`src/rtl/ball_engine.sv`:
```
// ball_engine: pong ball motion, wall/paddle bounces, miss detection and life counting.
module ball_engine #(
  parameter int SCREEN_W  = 640,
  parameter int SCREEN_H  = 480,
  parameter int BALL_SIZE = 8,
  parameter int PADDLE_W  = 64,
  parameter int STEP      = 1,
  parameter int LIVES     = 3
) (
  input  logic       clk,
  input  logic       rst,
  input  logic       tick,
  input  logic       launch,
  input  logic [9:0] paddle_x,
  input  logic [9:0] paddle_y,
  output logic [9:0] ball_x,
  output logic [9:0] ball_y,
  output logic       paddle_hit,
  output logic       miss,
  output logic [1:0] lives,
  output logic       game_over
);
  localparam logic [10:0] W         = 11'(SCREEN_W);
  localparam logic [10:0] H         = 11'(SCREEN_H);
  localparam logic [10:0] BS        = 11'(BALL_SIZE);
  localparam logic [10:0] PW        = 11'(PADDLE_W);
  localparam logic [10:0] ST        = 11'(STEP);
  localparam logic [10:0] X_MAX     = 11'(SCREEN_W - BALL_SIZE);
  localparam logic [10:0] SERVE_OFF = 11'(PADDLE_W / 2 - BALL_SIZE / 2);
  localparam logic [9:0]  X_RST     = 10'(SCREEN_W / 2 - BALL_SIZE / 2);
  localparam logic [1:0]  LIVES_INIT = 2'(LIVES);

  typedef enum logic [1:0] {SERVE, MOVE, LOST, OVER} state_t;

  state_t     state_q, state_d;
  logic [9:0] x_q, x_d, y_q, y_d;
  logic       dx_q, dx_d, dy_q, dy_d;
  logic [1:0] lives_q, lives_d;
  logic       hit_q, hit_d, miss_q, miss_d, over_q;

  logic [10:0] bx, by, px, py, sx;
  logic [9:0]  serve_x, serve_y, step_x, step_y;
  logic        wall_x, wall_y, on_paddle, at_bottom;

  assign bx = {1'b0, x_q};
  assign by = {1'b0, y_q};
  assign px = {1'b0, paddle_x};
  assign py = {1'b0, paddle_y};
  assign sx = px + SERVE_OFF;
  assign serve_x = 10'(sx > X_MAX ? X_MAX : sx);
  assign serve_y = 10'(py >= BS ? py - BS : 11'd0);
  // dx_q/dy_q: 1 = right/up
  assign wall_x = dx_q ? (bx + BS + ST > W) : (bx < ST);
  assign step_x = 10'(wall_x ? (dx_q ? X_MAX : 11'd0) : (dx_q ? bx + ST : bx - ST));
  assign wall_y = dy_q & (by < ST);
  assign on_paddle = !dy_q && (by + BS <= py) && (by + BS + ST >= py) && (bx + BS > px) && (bx < px + PW);
  assign at_bottom = !dy_q && !on_paddle && (by + BS + ST >= H);
  assign step_y = 10'(dy_q ? (wall_y ? 11'd0 : by - ST) : (on_paddle ? py - BS : by + ST));

  always_comb begin
    state_d = state_q;
    x_d     = x_q;
    y_d     = y_q;
    dx_d    = dx_q;
    dy_d    = dy_q;
    lives_d = lives_q;
    hit_d   = 1'b0;
    miss_d  = 1'b0;
    case (state_q)
      SERVE: begin
        x_d = serve_x;
        y_d = serve_y;
        if (launch) begin
          state_d = MOVE;
          dx_d    = 1'b1;
          dy_d    = 1'b1;
        end
      end
      MOVE: begin
        if (tick && at_bottom) begin
          miss_d  = 1'b1;
          lives_d = lives_q - 2'd1;
          state_d = LOST;
        end else if (tick) begin
          x_d   = step_x;
          y_d   = step_y;
          dx_d  = dx_q ^ wall_x;
          dy_d  = dy_q ^ (wall_y | on_paddle);
          hit_d = on_paddle;
        end
      end
      LOST: state_d = tick ? (lives_q != 2'd0 ? SERVE : OVER) : LOST;
      OVER: begin
        if (launch) begin
          lives_d = LIVES_INIT;
          state_d = SERVE;
        end
      end
      default: state_d = SERVE;
    endcase
  end

  always_ff @(posedge clk or negedge rst) begin
    if (!rst) begin
      state_q <= SERVE;
      x_q     <= X_RST;
      y_q     <= '0;
      dx_q    <= 1'b1;
      dy_q    <= 1'b1;
      lives_q <= LIVES_INIT;
      hit_q   <= 1'b0;
      miss_q  <= 1'b0;
      over_q  <= 1'b0;
    end else begin
      state_q <= state_d;
      x_q     <= x_d;
      y_q     <= y_d;
      dx_q    <= dx_d;
      dy_q    <= dy_d;
      lives_q <= lives_d;
      hit_q   <= hit_d;
      miss_q  <= miss_d;
      over_q  <= state_d == OVER;
    end
  end

  assign ball_x     = x_q;
  assign ball_y     = y_q;
  assign paddle_hit = hit_q;
  assign miss       = miss_q;
  assign lives      = lives_q;
  assign game_over  = over_q;
endmodule

```
`config.mk`:
```
export PLATFORM = sky130hd
export DESIGN_NAME = ball_engine
export DESIGN_NICKNAME = d
export VERILOG_FILES = /design/src/rtl/ball_engine.sv
export SDC_FILE = /design/constraint.sdc
export NUM_CORES = 1
export LEC_CHECK = 0
export ABC_AREA = 1
export CORE_ASPECT_RATIO = 1.75
export CORE_UTILIZATION = 30
export DETAILED_ROUTE_END_ITERATION = 8
export MAX_ROUTING_LAYER = met4
export PLACE_DENSITY = 0.44
export SLEW_MARGIN = 5
export SYNTH_ARGS = -nofsm -noshare
export SYNTH_HDL_FRONTEND = slang
export SYNTH_SLANG_ARGS = --single-unit
```
`constraint.sdc`:
```
create_clock -name clk -period 4.8 [get_ports clk]
set_clock_uncertainty 0.2 [all_clocks]
set_input_delay 0.48 -clock clk [delete_from_list [all_inputs] [get_ports clk]]
set_output_delay 0.48 -clock clk [all_outputs]
set_load 0.005 [all_outputs]
```
Yosys cells after proc, flatten, opt, wreduce, memory -nomap -nowiden:

Cells that the tools add are included.

* flip-flop bits (word level): 29
* bits in latches: 0
* RAM bits: 0
* ROM bits: 0
* bits of input ports: 24
* output and inout port bits: 25
* memories: 0

* add/sub/neg operators: 12
* $mul: 0
* divide/modulo/power cells: 0
* order comparisons: 10
* eq/ne operators: 9
* shift operators: 0
* muxes and demuxes: 36
* bitwise logic cells: 4
* reduce and logical (&&, ||, !) cells: 16

Operators by type and width (number)
* 10-bit two-way mux: 12
* 10-bit case mux with 2 select lines: 2
* 10-bit by 4-bit adder with 11-bit output (second input constant): 2
* 11-bit by 1-bit adder with 11-bit output (second input constant): 2
* 11-bit by 10-bit > comparator with 1-bit output (second input constant): 2
* 10-bit by 1-bit adder with 10-bit output (second input constant): 2
* 10-bit by 1-bit less-than comparator with 1-bit output (second input constant): 2
* 10-bit by 1-bit subtractor with 10-bit output (second input constant): 2
* 2-bit two-way mux: 7
* 10-bit by 5-bit adder with 11-bit output (second input constant): 1
* 10-bit by 7-bit adder with 11-bit output (second input constant): 1
* 11-bit by 10-bit >= comparator with 1-bit output: 1
* 11-bit by 9-bit >= comparator with 1-bit output (second input constant): 1
* 11-bit by 10-bit > comparator with 1-bit output: 1
* 11-bit by 10-bit <= comparator with 1-bit output: 1
* 10-bit by 11-bit less-than comparator with 1-bit output: 1
* 1-bit two-way mux: 11
* 10-bit by 4-bit >= comparator with 1-bit output (second input constant): 1
* 2-bit != test (second input constant): 5
* 10-bit by 4-bit subtractor with 10-bit output (second input constant): 1
* 2-bit case mux with 4 select lines: 1
* 1-bit logical AND: 7
* 2-bit equality test (second input constant): 3
* 3-bit AND reduction: 2
* other kinds (11): 16

Depth between registers and ports, before layout:

Gate-level depths: netlist (run 1).

* depth in word-level cells: 13
* depth in mapped cells: 25

Worst setup path after synthesis (run 1):

No wires, ideal clock.

* path kind: register -> register
* start point: register y_q[3], in the netlist ball_y[3]
* end point: register x_q[9], in the netlist ball_x[9]
* setup time: 116 ps
* data arrival time: 2921 ps
* data required time: 4484 ps
* setup slack: 1562 ps
* stages on the path, launching flop included: 23
* buffers on the path: 1
* period minus slack after synthesis: 3238 ps
* cell sequence: dfrtp_1 > inv_1 > ha_1 > nand4_1 > nor2_1 > nand2_1 > nand2_1 > inv_1 > ha_1 > a21o_1 > nor2_1 > nand2_1 > nand2_1 > nand3_1 > nand2_1 > nand3_4 > nand3_4 > nand3_2 > nand2_4 > nand2_8 > buf_4 > nand2_1 > nand2_1

* cells in the longest elaborated chain, start to end: 12
* elaborated cells on any way between the ends: 15
* those cells by class: add/sub (2); order compare (3); eq/ne (1); reduce/logical (9)

Ends and longest elaborated chain
* start: declaration: line 36 `logic [9:0] x_q, x_d, y_q, y_d;`
* start signal: assignment: line 117 `y_q <= y_d;`
* 10-bit by 4-bit adder with 11-bit output *: line 56, 57
* 11-bit by 1-bit adder with 11-bit output / 11-bit by 10-bit <= comparator with 1-bit output (equally long branches): line 56, 57
* 11-bit by 10-bit >= comparator with 1-bit output / 1-bit logical AND (equally long branches): line 56 `assign on_paddle = !dy_q && (by + BS <= py) && (by + BS + ST >= py) && (bx + BS > px) && (bx < px + PW);`
* 1-bit logical AND (3 in a row): line 56
* 1-bit logical NOT: line 57 `assign at_bottom = !dy_q && !on_paddle && (by + BS + ST >= H);`
* 1-bit logical AND: line 57
* 1-bit logical AND *: line 57
* 1-bit logical AND *: line 80 `if (tick && at_bottom) begin`
* 2-bit != test (no source line) *
* 3-bit AND reduction (no source line) *
* end signal: assignment: line 106 `x_q <= X_RST;`
* end signal: assignment: line 116 `x_q <= x_d;`
* end: declaration: line 36

Mark *: on every way between the ends. The rest lies on a longest branch, timed or not.
A chain may end at the register's enable or synchronous reset.

Worst setup path after layout (run 1):

* start point: register y_q[5], in the netlist ball_y[5]
* end point: register y_q[6], in the netlist ball_y[6]

* cells in the longest elaborated chain, start to end: 12
* elaborated cells on any way between the ends: 25
* those cells by class: add/sub (4); order compare (4); eq/ne (1); mux (6); bitwise (1); reduce/logical (9)

Ends and longest elaborated chain
* branches (longest 12 deep; another with 10-bit by 4-bit adder with 11-bit output)

Several ways; the timed one is not identified. The select of a mux whose other input is x is not followed.

==> run summary, run 1 <==
Die height = 161 um
Final ANT Viol Nets = 0
Setup CP Type = reg2reg
Sequential cell area = 737 um^2
Initial antenna violation count = 0
Buffers added on ports = 48
Slew @ Worst Pin = 1050 ps
GRT Residual Overflow = 0
Pwr Total = 3340 uW
Starting density of the core = 0.309
Setup repair bufs after CTS = 0
Final Hold Viols = 0
Peak Freq = 0.263 GHz
Routed len/inst = 16.6 um
RSZ-0062 raised after global routing = false
Initial DRT Pass Iterations = 5
Initial DRC Count = 135
CP startpoint kind = flop
Share of layout cells above drive strength 1 = 0.0703
# fillers = 1619
Largest net degree at the start of global routing = 30
Pleak = 0.00265 uW
Worst R2R Setup Slack = 990 ps
Share of the synthesized area in the top cell type = 0.177
Top_reg_cell synth = dfrtp_1
Final wirelength = 15200 um
DIE AREA = 14900 um^2
Setup crit end kind = flop
Status = complete, no violations
N_diodes = 0
Vias/cell = 4.96
Hold Crit Endpoint = dy_q
Clock buffer count from CTS = 5
Vias in the first global route = 4573
Relative slew slack = 0.300
Worst IR Drop VDD = 217 uV
Seq/Total Area, Yosys = 0.171
Hold Crit Class = reg2reg
Placed cell areas = 4990 um^2
Post-route cell area = 5120 um^2
Arrival time worst endpoint = 3770 ps
DRC violations left = 0
CTS tree = done
Multi-input gate area = 3120 um^2
Yosys cell types = 45
Worst endpoint required time = 4760 ps
Slowest stage delay, CP = 650 ps
Most frequent cells after synthesis = 204 x nand2_1, 89 x inv_1, 65 x nor2_1
Area Overhead vs Synth = 18.7%
Leading post-synthesis cells by cell area = nand2_1 18%, ha_1 15%, dfrtp_1 12%
Most common cell in the netlist = nand2_1
Final Critical Period = 3810 ps
Worst Hold Path Cells = 2
Post-Syn Area = 4320 um^2
First-pass GRT wire length = 23800 um
IO Count = 49
EDFF count, synth = 0
Post-CTS resize count = 0
Global-route total usage across every layer = 0.215
Clk buf depth = 2
Reg-to-Reg Start = ball_y[5]
Cell Chain, Critical Path = nand3_2, nor2_1, nor2_1, nor2_4, ha_1, a21o_1, a21oi_1, nand2_1, nand2_1, nand2_1, nor2_4, nand3_4, nand3_2, nand2_4, nand2_8, inv_4, nand2_1, nand2_1
End of the worst register-to-register path = ball_y[6]
Synthesized net count = 767
Slew Limit Fails = 0
Nets = 815
Die X = 92.7 um
Critical path's most frequent cell = nand2_1
H-tree levels = 2
Avg Cell Area, Syn = 6.25 um^2
Clock sinks = 29
Final Core Density = 0.367
Synthesized flop and latch total = 29
Worst R2R Path Depth = 18
Synth warn = 0
Final setup viols = 0
Pwr per Cell Area = 652 nW/um^2
Reg clk slew, reported paths = 50 ps
Syn Inst Count = 691
Synth async-reset ratio = 1.00
Critical Path Slowest Stage Cell = dfrtp_1
Total number of vias = 4550
# rows = 57
Setup TNS = 0 ps
Core area = 14000 um^2
CP Max Fanout = 28
Post-synth top area cell = nand2_1
Tcrit/Tclk final = 0.793
Max cap viols = 0
# hold bufs at CTS = 0
Detailed Place HPWL = 12800 um
GP Congestion = 0.946
Worst-Skew Late Latency = 280 ps
Worst Min Path Start = dy_q
Root buf cell = clkbuf_16
-- worst max path at each step --
stage	from	slack, ps	endpoint	depth (start not counted)
after detailed placement	ball_y[5]	920	ball_y[5]	18
after CTS	ball_y[5]	880	ball_y[6]	18
after floorplan	ball_y[3]	1560	ball_x[9]	22
after global routing	ball_y[5]	630	ball_y[7]	18
after global placement	ball_y[5]	970	ball_x[8]	17
final	ball_y[5]	990	ball_y[6]	18
-- cell usage in the layout, fill, tap and decap left out, types with 24 or more instances in the layout --
master	count
nand2_1	204
inv_1	89
nor2_1	65
nand3_1	54
ha_1	52
clkdlybuf4s50_1	48
xor2_1	33
nand4_1	26
o21ai_0	24
a21oi_1	24
-- worst max-delay path: cells and delay by family (launching register included) --
| kind | cells | cell delay (ps) |
|---|---|---|
| compound gates | 2 | 450 |
| flops | 1 | 650 |
| fa+ha+maj | 1 | 260 |
| simple gates | 14 | 2000 |
| buf+inv | 1 | 110 |
-- per-layer routing --
layer | wire length, um | track usage
met1 | 5270 | 0.195
met2 | 8750 | 0.425
met3 | 216 | 0.0114
met4 | 978 | 0.132
met5 | 0 | -
-- through the flow --
step / std cells / hold WS, ps / setup slack, ps
after floorplan: 691 / -15.6 / 1560
after global routing: 917 / 314 / 634
after global placement: 909 / 290 / 975
final: 917 / 301 / 992
after CTS: 917 / 302 / 877
after detailed placement: 909 / 299 / 916
-- final cells by class --
cell class | count | area share
inverters | 100 | 0.0737
well taps | 177 | 0.0432
repair buffers | 55 | 0.104
clock inverters | 1 | 0.000977
multi-input cells | 548 | 0.608
clock buffers | 7 | 0.0259
flip-flops and latches | 29 | 0.144
-- power breakdown --
part	total, uW	internal, uW	leakage (uW)	switching (uW)
clock	302	191	0.0000679	110
combinational	2400	913	0.00224	1490
sequential	635	391	0.000347	244
total	3340	1500	0.00265	1840
-- cells by family (layout without fill, tap and decap cells) --
family          after synthesis  in the layout  share of synthesized area
xor+xnor                     37             37                     0.0751
mux                           1              1                    0.00261
fa+ha+maj                    52             52                      0.151
flops                        29             29                      0.171
buf+inv                     114            163                      0.107
compound gates               78             78                      0.100
simple gates                380            380                      0.394
-- flip-flops by register name (all words and copies together) (netlist names) --
| register | flops |
|---|---|
| state_q | 2 |
| game_over | 1 |
| lives | 2 |
| paddle_hit | 1 |
| dy_q | 1 |
| dx_q | 1 |
| miss | 1 |
| ball_y | 10 |
| ball_x | 10 |
(Power assumes the default switching activity.)
==> run 2: changes to the inputs <==
PLACE_DENSITY = 0.46   (was 0.44)
clock period = 3.2 ns   (was 4.8 ns; I/O delays follow)
==> run 2 against run 1 <==
Compared with the run above:
- the flow now finishes with violations (setup timing)
- clock power is 83% higher
- non-clock buffer count is 127 higher
- sequential power is 34% higher
- hold slack worse by 66 ps
- first-iteration DRC count is 19% higher
- cell count is 14% higher
- highest routed layer unchanged
- fmax is 18% higher
- register-to-register slack worse by 1000 ps
==> run summary, run 2 (synthesized netlist as in run 1, its figures left out) <==
Initial antenna violation count = 0
DIE AREA = 14900 um^2
Failing checks = setup timing
Initial DRC Count = 160
Worst-Skew Late Latency = 280 ps
CP delay by family, top = simple AND/OR/NAND/NOR gates
Setup crit end kind = flop
Root buf cell = clkbuf_16
Clock buffer count from CTS = 5
Total number of vias = 5204
Status = complete, but fails checks
Routed len/inst = 16.6 um
Worst IR Drop VDD = 373 uV
N_diodes = 0
Pwr Total = 6730 uW
Final ANT Viol Nets = 0
Peak Freq = 0.309 GHz
Area Overhead vs Synth = 55.0%
First-pass GRT wire length = 26600 um
Setup CP Type = reg2reg
DRC violations left = 0
Pwr per Cell Area = 1010 nW/um^2
WP depth = 22
RSZ-0062 raised after global routing = true
Starting density of the core = 0.309
# hold bufs at CTS = 0
Most frequent cells in the layout = 184 x nand2_1, 117 x buf_4, 83 x inv_1
Detailed Place HPWL = 14300 um
Post-route setup slack = -34.3 ps
Hold Crit Class = in2async
Relative slew slack = 0.630
IO Count = 49
Commonest non-fill, non-tap cell in the layout = nand2_1
Max cap viols = 0
Vias in the first global route = 5330
# fillers = 1458
Clock sinks = 29
Die X = 92.7 um
Largest net degree at the start of global routing = 30
Slew @ Worst Pin = 550 ps
Clk buf depth = 2
# rows = 57
GRT Residual Overflow = 0
Final setup viols = 14
Pleak = 0.00336 uW
Core area = 14000 um^2
Cell Chain, Critical Path = inv_4, buf_6, ha_4, nand4_1, nor2_1, nand2_1, buf_6, nor2_4, nand3_1, nand2_2, inv_2, ha_1, o21a_1, nand2_2, nand3_4, nand3_4, nand3_4, nand2_4, nand2_8, clkbuf_16, nand2_1, nand2_1
CTS tree = done
Dpl ws = -226 ps
Worst endpoint required time = 3170 ps
CP bufs+invs = 5
Nets = 944
Final Critical Period = 3230 ps
Worst R2R Setup Slack = -30 ps
Worst R2R Path Depth = 22
GP Congestion = 0.979
Slew Limit Fails = 0
Tcrit/Tclk final = 1.01
Die height = 161 um
Critical Path Slowest Stage Cell = dfrtp_2
Global-route total usage across every layer = 0.242
Initial DRT Pass Iterations = 4
Vias/cell = 4.98
Reg clk slew, reported paths = 50 ps
Final Hold Viols = 0
Final wirelength = 17300 um
CP Max Fanout = 5
CP startpoint kind = flop
Arrival time worst endpoint = 3200 ps
Share of layout cells above drive strength 1 = 0.296
Buffers added on ports = 48
H-tree levels = 2
Slowest stage delay, CP = 460 ps
## run 2: cell types whose count changed in the layout (fill, tap and decap cells not counted), moves of 7 or more
cell	before	now
buf_4	7	117
nand2_1	204	184
nand2_2	4	22
ha_1	52	38
ha_4	0	13
buf_6	0	10
nor2_1	65	57
o21ai_0	24	17
o21ai_2	0	7
## run 2: layout make-up
class | count | area [um^2] | share of cell area
clock buffers | 7 | 143 | 0.0213
clock inverters | 1 | 30.0 | 0.00449
inverters | 100 | 385 | 0.0576
multi-input cells | 550 | 3540 | 0.530
flip-flops and latches | 29 | 742 | 0.111
well taps | 177 | 221 | 0.0331
repair buffers | 182 | 1620 | 0.242
## run 2: metal layers
metal	global-route usage	vias to the layer above	wire (um)
met3	0.0109	60	292
li1	-	2599	-
met5	-	-	0
met2	0.488	113	10400
met4	0.167	0	1240
met1	0.201	2432	5440
## run 2: power by group
| part | internal (uW) | switching (uW) | total (uW) |
|---|---|---|---|
| registers | 592 | 259 | 851 |
| clock network | 388 | 165 | 553 |
| logic | 2410 | 2910 | 5320 |
| total | 3390 | 3330 | 6730 |
## run 2: timing repair
| item | CTS | global route |
|---|---|---|
| gates cloned | 1 | 3 |
| setup buffers | 22 | 8 |
| pin swaps | 16 | 39 |
| endpoints found under the setup margin | 26 | 28 |
| gates resized for setup | 43 | 67 |
| endpoints found under the hold margin | 0 | 0 |
## run 2: path summary, 6_finish.rpt
check                             to  startpoint
setup / recovery           ball_y[0]   ball_y[3]
hold / removal             game_over         rst
setup reg to reg           ball_y[0]   ball_y[3]
hold reg to reg                 dy_q        dy_q
max in group asynchronous  ball_x[5]         rst
min in group clk                dy_q        dy_q
## run 2: per-stage QoR
stage	cells	hold slack (ps)	cell area [um^2]	util	setup TNS, ps
6_report	1046	235	6690	0.478	-228
2_1_floorplan	691	-176	4320	-	0
3_3_place_gp	1004	287	5750	0.411	-3760
5_1_grt	1046	287	6690	0.478	-3360
3_5_place_dp	1004	294	5750	0.411	-4290
4_1_cts	1035	249	6280	0.450	0
